`src/rtl/muldiv_seq.sv`:
```
// muldiv_seq: multi-cycle radix-2 unsigned multiply/divide writing HI/LO, MULTU/DIVU style.
module muldiv_seq #(
  parameter int wordLen = 32
) (
  input  logic               clk,
  input  logic               rst_n,
  input  logic               start,
  input  logic               op,
  input  logic [wordLen-1:0] A,
  input  logic [wordLen-1:0] B,
  output logic [wordLen-1:0] hi,
  output logic [wordLen-1:0] lo,
  output logic               busy,
  output logic               done,
  output logic               divZero
);
  localparam int CW = $clog2(wordLen) + 1;
  typedef enum logic [1:0] {IDLE, CALC, DONE} state_t;
  state_t state, state_n;
  logic [wordLen:0] acc, acc_n, sum, sh, t;
  logic [wordLen-1:0] q, q_n, b_r;
  logic op_r, load, last;
  logic [CW-1:0] cnt;
  assign load = start && state != CALC;
  assign last = state == CALC && cnt == CW'(1);
  assign busy = state == CALC;
  assign done = state == DONE;
  always_ff @(posedge clk or negedge rst_n)
    if (!rst_n) state <= IDLE;
    else state <= state_n;
  always_comb begin
    state_n = state;
    state_n = load ? CALC : last ? DONE : state == DONE ? IDLE : state;
  end
  // One shift-add (MULTU) or restoring shift-subtract (DIVU) step per cycle.
  always_comb begin
    sum = q[0] ? {1'b0, acc[wordLen-1:0]} + {1'b0, b_r} : acc;
    sh = {acc[wordLen-1:0], q[wordLen-1]};
    t = sh - {1'b0, b_r};
    acc_n = op_r ? (t[wordLen] ? sh : t) : {1'b0, sum[wordLen:1]};
    q_n = op_r ? {q[wordLen-2:0], ~t[wordLen]} : {sum[0], q[wordLen-1:1]};
  end
  always_ff @(posedge clk or negedge rst_n)
    if (!rst_n) begin
      acc <= '0;
      q <= '0;
      b_r <= '0;
      op_r <= 1'b0;
      cnt <= '0;
      hi <= '0;
      lo <= '0;
      divZero <= 1'b0;
    end else if (load) begin
      op_r <= op;
      b_r <= B;
      q <= A;
      acc <= '0;
      cnt <= CW'(wordLen);
    end else if (state == CALC) begin
      acc <= acc_n;
      q <= q_n;
      cnt <= cnt - CW'(1);
      if (last) begin
        hi <= acc_n[wordLen-1:0];
        lo <= q_n;
        divZero <= op_r && b_r == '0;
      end
    end
endmodule

```
`config.mk`:
```
export PLATFORM = sky130hd
export DESIGN_NAME = muldiv_seq
export DESIGN_NICKNAME = d
export VERILOG_FILES = /design/src/rtl/muldiv_seq.sv
export SDC_FILE = /design/constraint.sdc
export NUM_CORES = 1
export LEC_CHECK = 0
export ABC_AREA = 1
export BUFFER_PORTS_ARGS = -buffer_cell sky130_fd_sc_hd__clkbuf_2
export CAP_MARGIN = 15
export CORE_AREA = 5 5 168 186
export DETAILED_ROUTE_END_ITERATION = 10
export DIE_AREA = 0 0 173 191
export PLACE_DENSITY = 0.63
export SYNTH_ARGS = -nofsm -noshare
export SYNTH_HDL_FRONTEND = slang
export SYNTH_SLANG_ARGS = --single-unit
```
`constraint.sdc`:
```
create_clock -name clk -period 4 [get_ports clk]
set_clock_uncertainty 0.1 [all_clocks]
set_input_delay 0.8 -clock clk [delete_from_list [all_inputs] [get_ports clk]]
set_output_delay 0.8 -clock clk [all_outputs]
set_load 0.05 [all_outputs]
```
==> results of run 1 <==
final cells by class:
cell class	count	share of cell area
clock buffers	20	0.0308
clock inverters	12	0.00967
inverters	348	0.0904
multi-input cells	1486	0.485
flip-flops and latches	171	0.295
well taps	374	0.0323
repair buffers	149	0.0562
path summary, 6_finish.rpt:
check                                     from                  end  cells past startpoint
hold / removal                           rst_n    hi[0]$_DFFE_PN0P_                      1
setup / recovery           acc[15]$_DFFE_PN0P_    hi[7]$_DFFE_PN0P_                     19
setup reg to reg           acc[15]$_DFFE_PN0P_    hi[7]$_DFFE_PN0P_                     19
min in group clk             hi[0]$_DFFE_PN0P_    hi[0]$_DFFE_PN0P_                      2
hold reg to reg              hi[0]$_DFFE_PN0P_    hi[0]$_DFFE_PN0P_                      2
max in group asynchronous                rst_n  b_r[26]$_DFFE_PN0P_                      2
through the flow:
step,area [sq um],cells,setup slack (ns),hold slack (ns)
floorplan,12900,2069,1.19,0.346
global placement,13900,2528,0.444,0.363
detailed placement,13900,2528,0.368,0.364
CTS,14500,2560,0.359,0.326
global route,14500,2560,0.174,0.338
finish,14500,2560,0.499,0.287
worst max-delay path, stage by stage (launching register included):
cell and delay (ns):
sky130_fd_sc_hd__dfrtp_1 0.45, sky130_fd_sc_hd__ha_1 0.40, sky130_fd_sc_hd__nand2_1 0.14, sky130_fd_sc_hd__inv_1 0.05, sky130_fd_sc_hd__nand2_1 0.07, sky130_fd_sc_hd__nand2_1 0.07, sky130_fd_sc_hd__nand2_1 0.06, sky130_fd_sc_hd__nand2_1 0.07
sky130_fd_sc_hd__a21oi_1 0.16, sky130_fd_sc_hd__nand2_1 0.09, sky130_fd_sc_hd__a21oi_1 0.12, sky130_fd_sc_hd__o21bai_1 0.07, sky130_fd_sc_hd__ha_1 0.34, sky130_fd_sc_hd__clkinvlp_4 0.34, sky130_fd_sc_hd__buf_12 0.29, sky130_fd_sc_hd__a21oi_1 0.10
sky130_fd_sc_hd__o21ai_0 0.10, sky130_fd_sc_hd__o211ai_1 0.10, sky130_fd_sc_hd__nand2_1 0.09, sky130_fd_sc_hd__o21ai_0 0.16
state kept, by name (all words and copies together) (netlist names):
name     count
q           32
cnt          6
lo          32
state        2
hi          32
op_r         1
b_r         32
acc         33
divZero      1
cell families after synthesis:
logic type / share of synthesized area
AOI/OAI and AO/OA: 0.121
xor gates and xnor gates: 0.00609
adders and majority gates: 0.0678
buffers and inverters: 0.126
DFF: 0.330
and+or+nand+nor: 0.349
per-layer routing:
metal,part of all wire,wire length (microns),global-route usage,up-vias
met5,0,0,0,-
met4,0.017,733,0.0596,0
met3,0.064,2770,0.0459,45
met2,0.44,19100,0.417,351
met1,0.48,20600,0.373,6147
li1,-,-,-,6618
cells in the final DEF, fill, tap and decap left out, types with 3 or more instances in the layout:
master | synthesis | routed
sky130_fd_sc_hd__xnor2_1 | 8 | 8
sky130_fd_sc_hd__nand3_1 | 102 | 102
sky130_fd_sc_hd__inv_2 | 5 | 5
sky130_fd_sc_hd__o22ai_1 | 6 | 6
sky130_fd_sc_hd__inv_1 | 341 | 341
sky130_fd_sc_hd__nor2_2 | 6 | 6
sky130_fd_sc_hd__ha_1 | 67 | 67
sky130_fd_sc_hd__and2_1 | 5 | 5
sky130_fd_sc_hd__nand4_1 | 10 | 10
sky130_fd_sc_hd__or2_2 | 4 | 4
sky130_fd_sc_hd__nand3_2 | 3 | 3
sky130_fd_sc_hd__nand2_1 | 864 | 863
sky130_fd_sc_hd__buf_4 | 4 | 13
sky130_fd_sc_hd__nor4_1 | 3 | 3
sky130_fd_sc_hd__nor3_1 | 4 | 4
sky130_fd_sc_hd__clkinvlp_4 | 0 | 3
sky130_fd_sc_hd__o211ai_1 | 28 | 28
sky130_fd_sc_hd__a21oi_1 | 106 | 106
sky130_fd_sc_hd__nand2_2 | 19 | 20
sky130_fd_sc_hd__o21bai_1 | 5 | 5
sky130_fd_sc_hd__o21ai_0 | 116 | 116
sky130_fd_sc_hd__o21ai_1 | 13 | 13
sky130_fd_sc_hd__o221ai_1 | 4 | 4
sky130_fd_sc_hd__clkbuf_16 | 0 | 17
sky130_fd_sc_hd__a22oi_1 | 7 | 7
sky130_fd_sc_hd__nor2_1 | 92 | 92
sky130_fd_sc_hd__nand3b_1 | 3 | 3
sky130_fd_sc_hd__clkbuf_2 | 0 | 133
sky130_fd_sc_hd__dfrtp_1 | 171 | 170
sky130_fd_sc_hd__clkinv_4 | 0 | 3
==> key figures, run 1 <==
Yosys
  – Area fraction of the dominant cell type after synthesis: 0.330
  – Total of flip-flops plus latches after synthesis: between 150 and 200
  – Number of flops mapped to enable cells by yosys: 0
  – Synth Cell Area: between 0.01 and 0.015 sq mm
  – Synthesis Warnings: 0
  – Library cell occupying the most area in the post-synthesis netlist: sky130_fd_sc_hd__dfrtp_1
  – Post-synthesis instance total: a little over 2k
  – Share of synthesized area occupied by flip-flops and latches: 0.330
  – Synth area leaders: sky130_fd_sc_hd__dfrtp_1 (33%), sky130_fd_sc_hd__nand2_1 (25%), sky130_fd_sc_hd__inv_1 (9.9%)
  – Distinct cells, synth: just over 40
  – Average footprint of a synthesized cell: roughly 6.3 sq um
  – Proportion of synthesized flip-flops having asynchronous set or reset: 1.00
  – Syn nets: ~2.2k
  – Most numerous cell types in the synthesized netlist: sky130_fd_sc_hd__nand2_1 (864), sky130_fd_sc_hd__inv_1 (341), sky130_fd_sc_hd__dfrtp_1 (171), sky130_fd_sc_hd__o21ai_0 (116), sky130_fd_sc_hd__a21oi_1 (106)
  – Cell with the most instances after synthesis: sky130_fd_sc_hd__nand2_1
  – Most used flip-flop cell after synthesis: sky130_fd_sc_hd__dfrtp_1

Final layout
  – Area Growth Syn to Fin: 12.0%
  – Final core utilization: 0.496
  – Layout fillers: between 3k and 4k
  – Net total in the final layout: between 2k and 2.5k
  – Sequential Area: ~0.0043 sq mm
  – Diode count: 0
  – Area used by multi-input combinational logic: around 0.007 sq mm
  – Ratio of cells with drive above 1 in the final layout: 0.101

Run
  – Max-cap violations: 0

CTS
  – Depth of the CTS H-tree: 4
  – Post-CTS Resized: 0
  – CTS tree: built
  – Clock buffer count from CTS: 17
  – Worst-case clock buffer depth: 2
  – Hold-fix buffers, CTS: 0
  – Clock slew at reported path FFs: approximately 0.070 ns
  – Sink count of the clock tree: between 150 and 200
  – Clock Root Buffer: sky130_fd_sc_hd__clkbuf_16
  – Post-CTS Setup Bufs: 0
  – Worst-Skew Late Latency: ~0.44 ns

Timing
  – Min Clock Period, post-route: ~3.5 ns
  – Setup Total Neg Slack: 0 ns
  – Actual slew at the worst max-slew pin: approximately 0.95 ns
  – Ratio of final minimum period to clock period: 0.875
  – Max Fclk: ~290 MHz
  – Final setup violation count: 0
  – Unrepaired setup endpoints after global routing: no
  – Fin. max-slew vios: 0
  – Relative max-transition margin: 0.364
  – Final count of hold timing violations: 0

Die
  – Core region area: 0.0292 sq mm
  – Die area: roughly 0.033 sq mm
  – Top-Level Pins: between 100 and 150
  – Placement row count: 66
  – Die width: 173 microns
  – Starting density of the core: 0.443
  – Vertical extent of the die: about 190 microns

Drt
  – Number of DRC violations after detailed-routing iteration 0: around 1.0k
  – Remaining antenna violation count after routing: 0
  – Vias post-DR: 13.2k
  – Post-route DRC violation count: 0
  – Drt first pass iters: 5
  – Number of vias per cell after detailed routing: ~5.1
  – Detail-routed net length per standard cell: about 17 microns
  – Detailed Route WL: around 43000 microns

Global route
  – Initial antenna violation count: 0
  – Total gr overflow: 0
  – Via count of the first global-routing pass: about 13k
  – Overall routing resource usage: 0.261
  – Wire length of the first global-routing pass: 69200 microns
  – Maximum number of pins on one net before global-route repair: 85

Setup path
  – Worst Path Arrival: 3.75 ns
  – Required time of the critical path: 4.25 ns
  – Register-to-register path setup slack: ~0.5 ns
  – Crit Path Category: register to register
  – Type of destination of the critical path: register
  – Crit Path Max Fanout: 22
  – Critical Path Source Type: register

Worst hold path
  – Hold/Removal Path Class: input pin to async pin

Placed design
  – Number of buffers inserted by port buffering: 134
  – Weighted congestion at the end of routability-driven global placement: between 0.9 and 1
  – Final HPWL DP: between 30000 and 40000 microns

Run status
  – Status: finished, final reports clean
Power of run 1 is left out: the tool's default activity adds up to more than one toggle a clock period on the data nets, which glitch-free logic cannot reach.
==> inputs of run 2 (changes only) <==
==> constraint.sdc (replaced) <==
create_clock -name clk -period 4 [get_ports clk]
set_clock_uncertainty 0.1 [all_clocks]
set_input_delay 0 -clock clk [delete_from_list [all_inputs] [get_ports clk]]
set_output_delay 0 -clock clk [all_outputs]
set_load 0.05 [all_outputs]
==> key figures, run 2 (synthesis gave the netlist of run 1 again) <==
Setup path
  – Crit Path Max Fanout: 29
  – Count of buffer and inverter cells on the critical path: 2
  – Type of destination of the critical path: register
  – Slowest cell delay on critical path: between 0.4 and 0.5 ns
  – Critical Path Source Type: register
  – Required time of the critical path: about 4.2 ns
  – Crit Path Category: register to register
  – Cell breakdown of the critical path: ha_1 > nand2_2 > inv_1 > nand2_1 > nand2_1 > a21oi_1 > nand2_2 > nand2_2 > nand2_1 > a21oi_1 > o21bai_1 > ha_1 > buf_4 > nand2_1 > o21ai_0 > nand2_1 > nand2_1 > nand2_1
  – Worst Path Arrival: around 3.5 ns
  – Library cell appearing most often on the critical path: sky130_fd_sc_hd__nand2_1
  – Kind of cell adding the most delay to the critical path: simple AND/OR/NAND/NOR gates
  – Slowest library cell on the worst path: sky130_fd_sc_hd__dfrtp_1

CTS
  – Sink count of the clock tree: ~170
  – Clock slew at reported path FFs: around 0.070 ns
  – CTS tree: built
  – Depth of the CTS H-tree: 4
  – Worst-case clock buffer depth: 2
  – Post-CTS Setup Bufs: 0
  – Worst-Skew Late Latency: approximately 0.44 ns
  – Clock buffer count from CTS: 17
  – Clock Root Buffer: sky130_fd_sc_hd__clkbuf_16

Die
  – Starting density of the core: 0.443
  – Placement row count: 66
  – Die width: around 170 microns
  – Vertical extent of the die: 191 microns
  – Die area: ~0.033 sq mm
  – Core region area: just under 0.03 sq mm
  – Top-Level Pins: around 140

Final layout
  – Sequential Area: around 0.0043 sq mm
  – Diode count: 0
  – Leading cell type in the layout, fill and taps excluded: sky130_fd_sc_hd__nand2_1
  – Number of flip-flops in the largest register: 33
  – Area used by multi-input combinational logic: about 0.0070 sq mm
  – Net total in the final layout: approximately 2.4k
  – Ratio of cells with drive above 1 in the final layout: 0.0968
  – Most used cells in the layout excluding fill and tap cells: sky130_fd_sc_hd__nand2_1 (863), sky130_fd_sc_hd__inv_1 (341), sky130_fd_sc_hd__dfrtp_1 (170)
  – Area Growth Syn to Fin: 17.3%
  – Final design area excluding fillers: about 0.015 sq mm
  – Register containing the most flip-flops in the final layout: acc
  – Layout fillers: 3033
  – Final core utilization: 0.519

Placed design
  – Minimum setup slack after placement: between 0.7 and 0.8 ns
  – Number of buffers inserted by port buffering: between 100 and 150
  – Weighted congestion at the end of routability-driven global placement: about 0.96
  – Placed Instance Area: around 0.014 sq mm
  – Final HPWL DP: 32500 microns

Timing
  – Ratio of final minimum period to clock period: 0.823
  – Max Fclk: 304 MHz
  – Unrepaired setup endpoints after global routing: no
  – Fin. max-slew vios: 0
  – Min Clock Period, post-route: 3.29 ns
  – Crit path setup slack, layout: 0.708 ns
  – Relative max-transition margin: 0.349
  – Actual slew at the worst max-slew pin: 0.975 ns
  – Final setup violation count: 0
  – Final count of hold timing violations: 0
  – Setup Total Neg Slack: 0 ns

Global route
  – Overall routing resource usage: 0.264
  – Maximum number of pins on one net before global-route repair: 95
  – Via count of the first global-routing pass: approximately 13k
  – Wire length of the first global-routing pass: 69900 microns
  – Initial antenna violation count: 0
  – Total gr overflow: 0

Drt
  – Detailed Route WL: between 40000 and 50000 microns
  – Number of DRC violations after detailed-routing iteration 0: ~950
  – Number of vias per cell after detailed routing: between 5 and 6
  – Vias post-DR: approximately 13k
  – Drt first pass iters: 6
  – Post-route DRC violation count: 0
  – Remaining antenna violation count after routing: 0
  – Detail-routed net length per standard cell: 16.4 microns

Run
  – Max-cap violations: 0

Run status
  – Status: finished, final reports clean

Worst hold path
  – Hold/Removal Path Class: input pin to async pin
[run 2: changes by cell type in the layout (fill, tap and decap cells not counted)]
cell	previous run	this run
sky130_fd_sc_hd__inv_6	2	1
sky130_fd_sc_hd__clkbuf_1	2	3
sky130_fd_sc_hd__clkbuf_8	1	2
sky130_fd_sc_hd__clkinv_1	1	2
sky130_fd_sc_hd__buf_12	2	1
sky130_fd_sc_hd__inv_8	1	0
sky130_fd_sc_hd__clkinvlp_4	3	1
sky130_fd_sc_hd__bufinv_16	2	4
sky130_fd_sc_hd__dlygate4sd3_1	0	67
sky130_fd_sc_hd__clkinv_4	3	2
[run 2: stage by stage]
| step | hold slack [ns] | std cells |
|---|---|---|
| finish | 0.131 | 2626 |
| global route | 0.216 | 2626 |
| CTS | 0.154 | 2626 |
| detailed placement | 0.0619 | 2527 |
| global placement | 0.0616 | 2527 |
| floorplan | -0.396 | 2069 |
[run 2: what timing repair did]
item,in CTS,in global routing
resized for setup,0,0
hold endpoints to repair,161,0
endpoints found under the setup margin,0,0
hold buffers,67,0
[run 2: final timing paths]
| kind | start | to | slack (ns) | cells after the start |
|---|---|---|---|---|
| setup / recovery | acc[11]$_DFFE_PN0P_ | hi[17]$_DFFE_PN0P_ | 0.71 | 18 |
| hold / removal | rst_n | lo[28]$_DFFE_PN0P_ | 0.13 | 2 |
| setup reg to reg | acc[11]$_DFFE_PN0P_ | hi[17]$_DFFE_PN0P_ | 0.71 | 18 |
| hold reg to reg | cnt[5]$_DFFE_PN0P_ | cnt[5]$_DFFE_PN0P_ | 0.38 | 1 |
| max in group asynchronous | rst_n | b_r[8]$_DFFE_PN0P_ | 2.69 | 3 |
| min in group clk | A[11] | q[11]$_DFFE_PN0P_ | 0.22 | 4 |
[run 2: final cells by class]
| cell class | count | area share |
|---|---|---|
| inverters | 348 | 0.0860 |
| flip-flops and latches | 171 | 0.282 |
| clock inverters | 10 | 0.0108 |
| clock buffers | 22 | 0.0306 |
| repair buffers | 215 | 0.0965 |
| well taps | 374 | 0.0308 |
| multi-input cells | 1486 | 0.463 |
[run 2: layer usage]
layer / share of wire / vias up / track usage
met5: 0 / - / 0
met4: 0.016 / 0 / 0.0617
met3: 0.072 / 42 / 0.0623
met2: 0.45 / 384 / 0.425
met1: 0.46 / 6034 / 0.361
li1: - / 6763 / -
Power of run 2 is left out for the same reason.
==> inputs of run 3 (changes only) <==
--- a/config.mk
+++ b/config.mk
@@ -5,12 +5,12 @@
 export SDC_FILE = /design/constraint.sdc
 export NUM_CORES = 1
 export LEC_CHECK = 0
-export ABC_AREA = 1
+export ABC_AREA = 0
 export BUFFER_PORTS_ARGS = -buffer_cell sky130_fd_sc_hd__clkbuf_2
 export CAP_MARGIN = 15
-export CORE_AREA = 5 5 168 186
+export CORE_AREA = 5 5 161 178
 export DETAILED_ROUTE_END_ITERATION = 10
-export DIE_AREA = 0 0 173 191
+export DIE_AREA = 0 0 166 183
 export PLACE_DENSITY = 0.63
 export SYNTH_ARGS = -nofsm -noshare
 export SYNTH_HDL_FRONTEND = slang
==> constraint.sdc (replaced) <==
create_clock -name clk -period 3.2 [get_ports clk]
set_clock_uncertainty 0.1 [all_clocks]
set_input_delay 0 -clock clk [delete_from_list [all_inputs] [get_ports clk]]
set_output_delay 0 -clock clk [all_outputs]
set_load 0.05 [all_outputs]
==> key figures, run 3 <==
Run status
  – Status: complete, but fails checks
  – Violations in the final reports: hold timing, setup timing

Drt
  – Number of vias per cell after detailed routing: 5.75
  – Detail-routed net length per standard cell: slightly below 20 microns
  – Remaining antenna violation count after routing: 0
  – Number of DRC violations after detailed-routing iteration 0: between 800 and 900
  – Drt first pass iters: 5
  – Detailed Route WL: between 40000 and 50000 microns
  – Vias post-DR: 11.8k
  – Post-route DRC violation count: 0

Placed design
  – Weighted congestion at the end of routability-driven global placement: approximately 0.95
  – Final HPWL DP: approximately 29000 microns
  – Placed Instance Area: about 0.014 sq mm
  – Number of buffers inserted by port buffering: between 100 and 150

Timing
  – Unrepaired setup endpoints after global routing: yes
  – Ratio of final minimum period to clock period: 1.16
  – Relative max-transition margin: 0.275
  – Fin. max-slew vios: 0
  – Tightest hold margin: -0.000362 ns
  – Final setup violation count: 66
  – Max Fclk: ~270 MHz
  – Min Clock Period, post-route: between 3 and 4 ns
  – Crit path setup slack, layout: -0.504 ns
  – Actual slew at the worst max-slew pin: between 1 and 1.5 ns
  – Final count of hold timing violations: 1

Setup path
  – Required time of the critical path: ~3.4 ns
  – Cell breakdown of the critical path: inv_2 > ha_4 > fa_2 > nand2b_4 > a21oi_4 > o211ai_1 > a21oi_2 > a31oi_4 > o21ai_1 > a21o_1 > a21o_1 > ha_4 > buf_12 > buf_6 > mux2i_2 > a22oi_2 > mux2_4
  – Kind of cell adding the most delay to the critical path: compound AO/OA/AOI/OAI gates
  – Critical Path Source Type: register
  – Type of destination of the critical path: register
  – Slowest cell delay on critical path: 0.40 ns
  – Worst Path Arrival: about 3.9 ns
  – Crit Path Max Fanout: 7
  – Count of buffer and inverter cells on the critical path: 3
  – Crit Path Category: register to register
  – Slowest library cell on the worst path: sky130_fd_sc_hd__dfrtp_1

Global route
  – M1 GR Usage: 0.336
  – Maximum number of pins on one net before global-route repair: about 100
  – Initial antenna violation count: 0
  – Wire length of the first global-routing pass: 63900 microns
  – Via count of the first global-routing pass: roughly 12k
  – Total gr overflow: 0
  – Most Used Layer, Global Route: met2
  – Overall routing resource usage: 0.260
  – Global routing met2 resource utilization: 0.437
  – Global routing usage on met3: 0.0500

Final layout
  – Leading cell type in the layout, fill and taps excluded: sky130_fd_sc_hd__buf_4
  – Area Growth Syn to Fin: 36.1%
  – Final design area excluding fillers: 0.0160 sq mm
  – Layout fillers: around 2.3k
  – Diode count: 0
  – Register containing the most flip-flops in the final layout: acc
  – Net total in the final layout: about 1.8k
  – Number of flip-flops in the largest register: 33
  – Most used cells in the layout excluding fill and tap cells: sky130_fd_sc_hd__buf_4 (188), sky130_fd_sc_hd__dfrtp_1 (170), sky130_fd_sc_hd__nand2_1 (159)
  – Ratio of cells with drive above 1 in the final layout: 0.301

Yosys
  – Post-synthesis instance total: 1333
  – Area fraction of the dominant cell type after synthesis: 0.364
  – Average footprint of a synthesized cell: ~8.8 sq um
  – Share of synthesized area occupied by flip-flops and latches: 0.364
  – Library cell occupying the most area in the post-synthesis netlist: sky130_fd_sc_hd__dfrtp_1
  – Cell with the most instances after synthesis: sky130_fd_sc_hd__dfrtp_1
  – Synth Cell Area: ~0.012 sq mm
  – Distinct cells, synth: a little under 80
  – Synth area leaders: sky130_fd_sc_hd__dfrtp_1 (36%), sky130_fd_sc_hd__ha_1 (7.1%), sky130_fd_sc_hd__a21oi_1 (5.4%)
  – Proportion of synthesized flip-flops having asynchronous set or reset: 1.00
  – Synthesis Warnings: 0
  – Most used flip-flop cell after synthesis: sky130_fd_sc_hd__dfrtp_1
  – Number of flops mapped to enable cells by yosys: 0
  – Total of flip-flops plus latches after synthesis: 171
  – Most numerous cell types in the synthesized netlist: sky130_fd_sc_hd__dfrtp_1 (171), sky130_fd_sc_hd__nand2_1 (164), sky130_fd_sc_hd__a21oi_1 (126), sky130_fd_sc_hd__o21ai_0 (116), sky130_fd_sc_hd__ha_1 (67)
  – Syn nets: around 1.5k

Die
  – Die area: 0.0304 sq mm
  – Vertical extent of the die: roughly 180 microns
  – Core region area: approximately 0.027 sq mm
  – Top-Level Pins: 135
  – Placement row count: 63
  – Starting density of the core: 0.440
  – Die width: 166 microns

Run
  – Max-cap violations: 0

CTS
  – Worst-Skew Late Latency: about 0.44 ns
  – Clock Root Buffer: sky130_fd_sc_hd__clkbuf_16
  – Clock buffer count from CTS: 17
  – Sink count of the clock tree: approximately 170
  – Clock slew at reported path FFs: about 0.080 ns
  – CTS tree: built
  – Worst-case clock buffer depth: 2
  – Depth of the CTS H-tree: 4

Worst hold path
  – Hold/Removal Path Class: input pin to async pin
## run 3: changes by cell type in the layout (fill, tap and decap cells not counted), moves of 29 or more
cell,before,now
sky130_fd_sc_hd__nand3_1,102,18
sky130_fd_sc_hd__nor2b_1,0,42
sky130_fd_sc_hd__nand2_1,863,159
sky130_fd_sc_hd__o21ai_0,116,87
sky130_fd_sc_hd__inv_1,341,61
sky130_fd_sc_hd__mux2_2,0,34
sky130_fd_sc_hd__buf_4,13,188
sky130_fd_sc_hd__mux2i_1,0,41
sky130_fd_sc_hd__nor2_1,92,45
sky130_fd_sc_hd__a211oi_1,0,45
## run 3: cells by family after synthesis
group           Yosys count  share of synthesized area
compound gates          456                      0.248
xor+xnor                 33                     0.0252
fa+ha+maj                69                     0.0748
buf+inv                 134                     0.0478
flops                   171                      0.364
mux                      83                     0.0750
simple gates            387                      0.165
## run 3: layer usage
layer / up-vias / routed length [microns]
met5: - / 0
met4: 0 / 1340
met3: 100 / 3280
met2: 512 / 19200
met1: 5630 / 16700
li1: 5605 / -
## run 3: cell type report
class	count	area (sq um)	area share
flip-flops and latches	171	4280	0.268
inverters	64	243	0.0152
clock inverters	14	178	0.0111
repair buffers	408	3060	0.191
multi-input cells	1028	7360	0.460
clock buffers	17	425	0.0266
well taps	357	447	0.0279
## run 3: metrics by stage
stage	std cells	hold WS (ns)	utilization	setup WS, ns	setup TNS [ns]
detailed placement	1944	-0.0775	0.530	-0.604	-23.85
global route	2059	0.0595	0.598	-0.610	-32.89
finish	2059	-0.000362	0.598	-0.504	-24.16
CTS	2054	0.0187	0.590	-0.432	-21.76
global placement	1944	-0.0792	0.530	-0.554	-21.07
floorplan	1333	-0.396	-	-0.152	-2.13
## run 3: worst paths after layout
path | start | to | slack, ns | cells after the start
setup / recovery | q[31]$_DFFE_PN0P_ | hi[9]$_DFFE_PN0P_ | -0.50 | 17
hold / removal | rst_n | lo[25]$_DFFE_PN0P_ | -0.0004 | 2
setup reg to reg | q[31]$_DFFE_PN0P_ | hi[9]$_DFFE_PN0P_ | -0.50 | 17
hold reg to reg | lo[4]$_DFFE_PN0P_ | lo[4]$_DFFE_PN0P_ | 0.38 | 2
max in group asynchronous | rst_n | b_r[25]$_DFFE_PN0P_ | 2.18 | 3
min in group clk | B[10] | b_r[10]$_DFFE_PN0P_ | 0.23 | 3
## run 3: timing repair
item | in CTS | in global routing
setup endpoints to repair | 66 | 66
pin swaps | 41 | 31
buffers inserted | 12 | 4
resized for setup | 54 | 52
gates cloned | 0 | 1
endpoints found under the hold margin | 218 | 0
hold buffers | 67 | 0
## run 3: worst reg2reg max path: cells and delay by family, from the launching register on
| kind | cells | cell delay, ns |
|---|---|---|
| compound gates | 8 | 1.43 |
| fa+ha+maj | 3 | 0.65 |
| mux | 2 | 0.51 |
| flops | 1 | 0.40 |
| buf+inv | 3 | 0.35 |
| simple gates | 1 | 0.14 |
Power of run 3 is left out for the same reason.
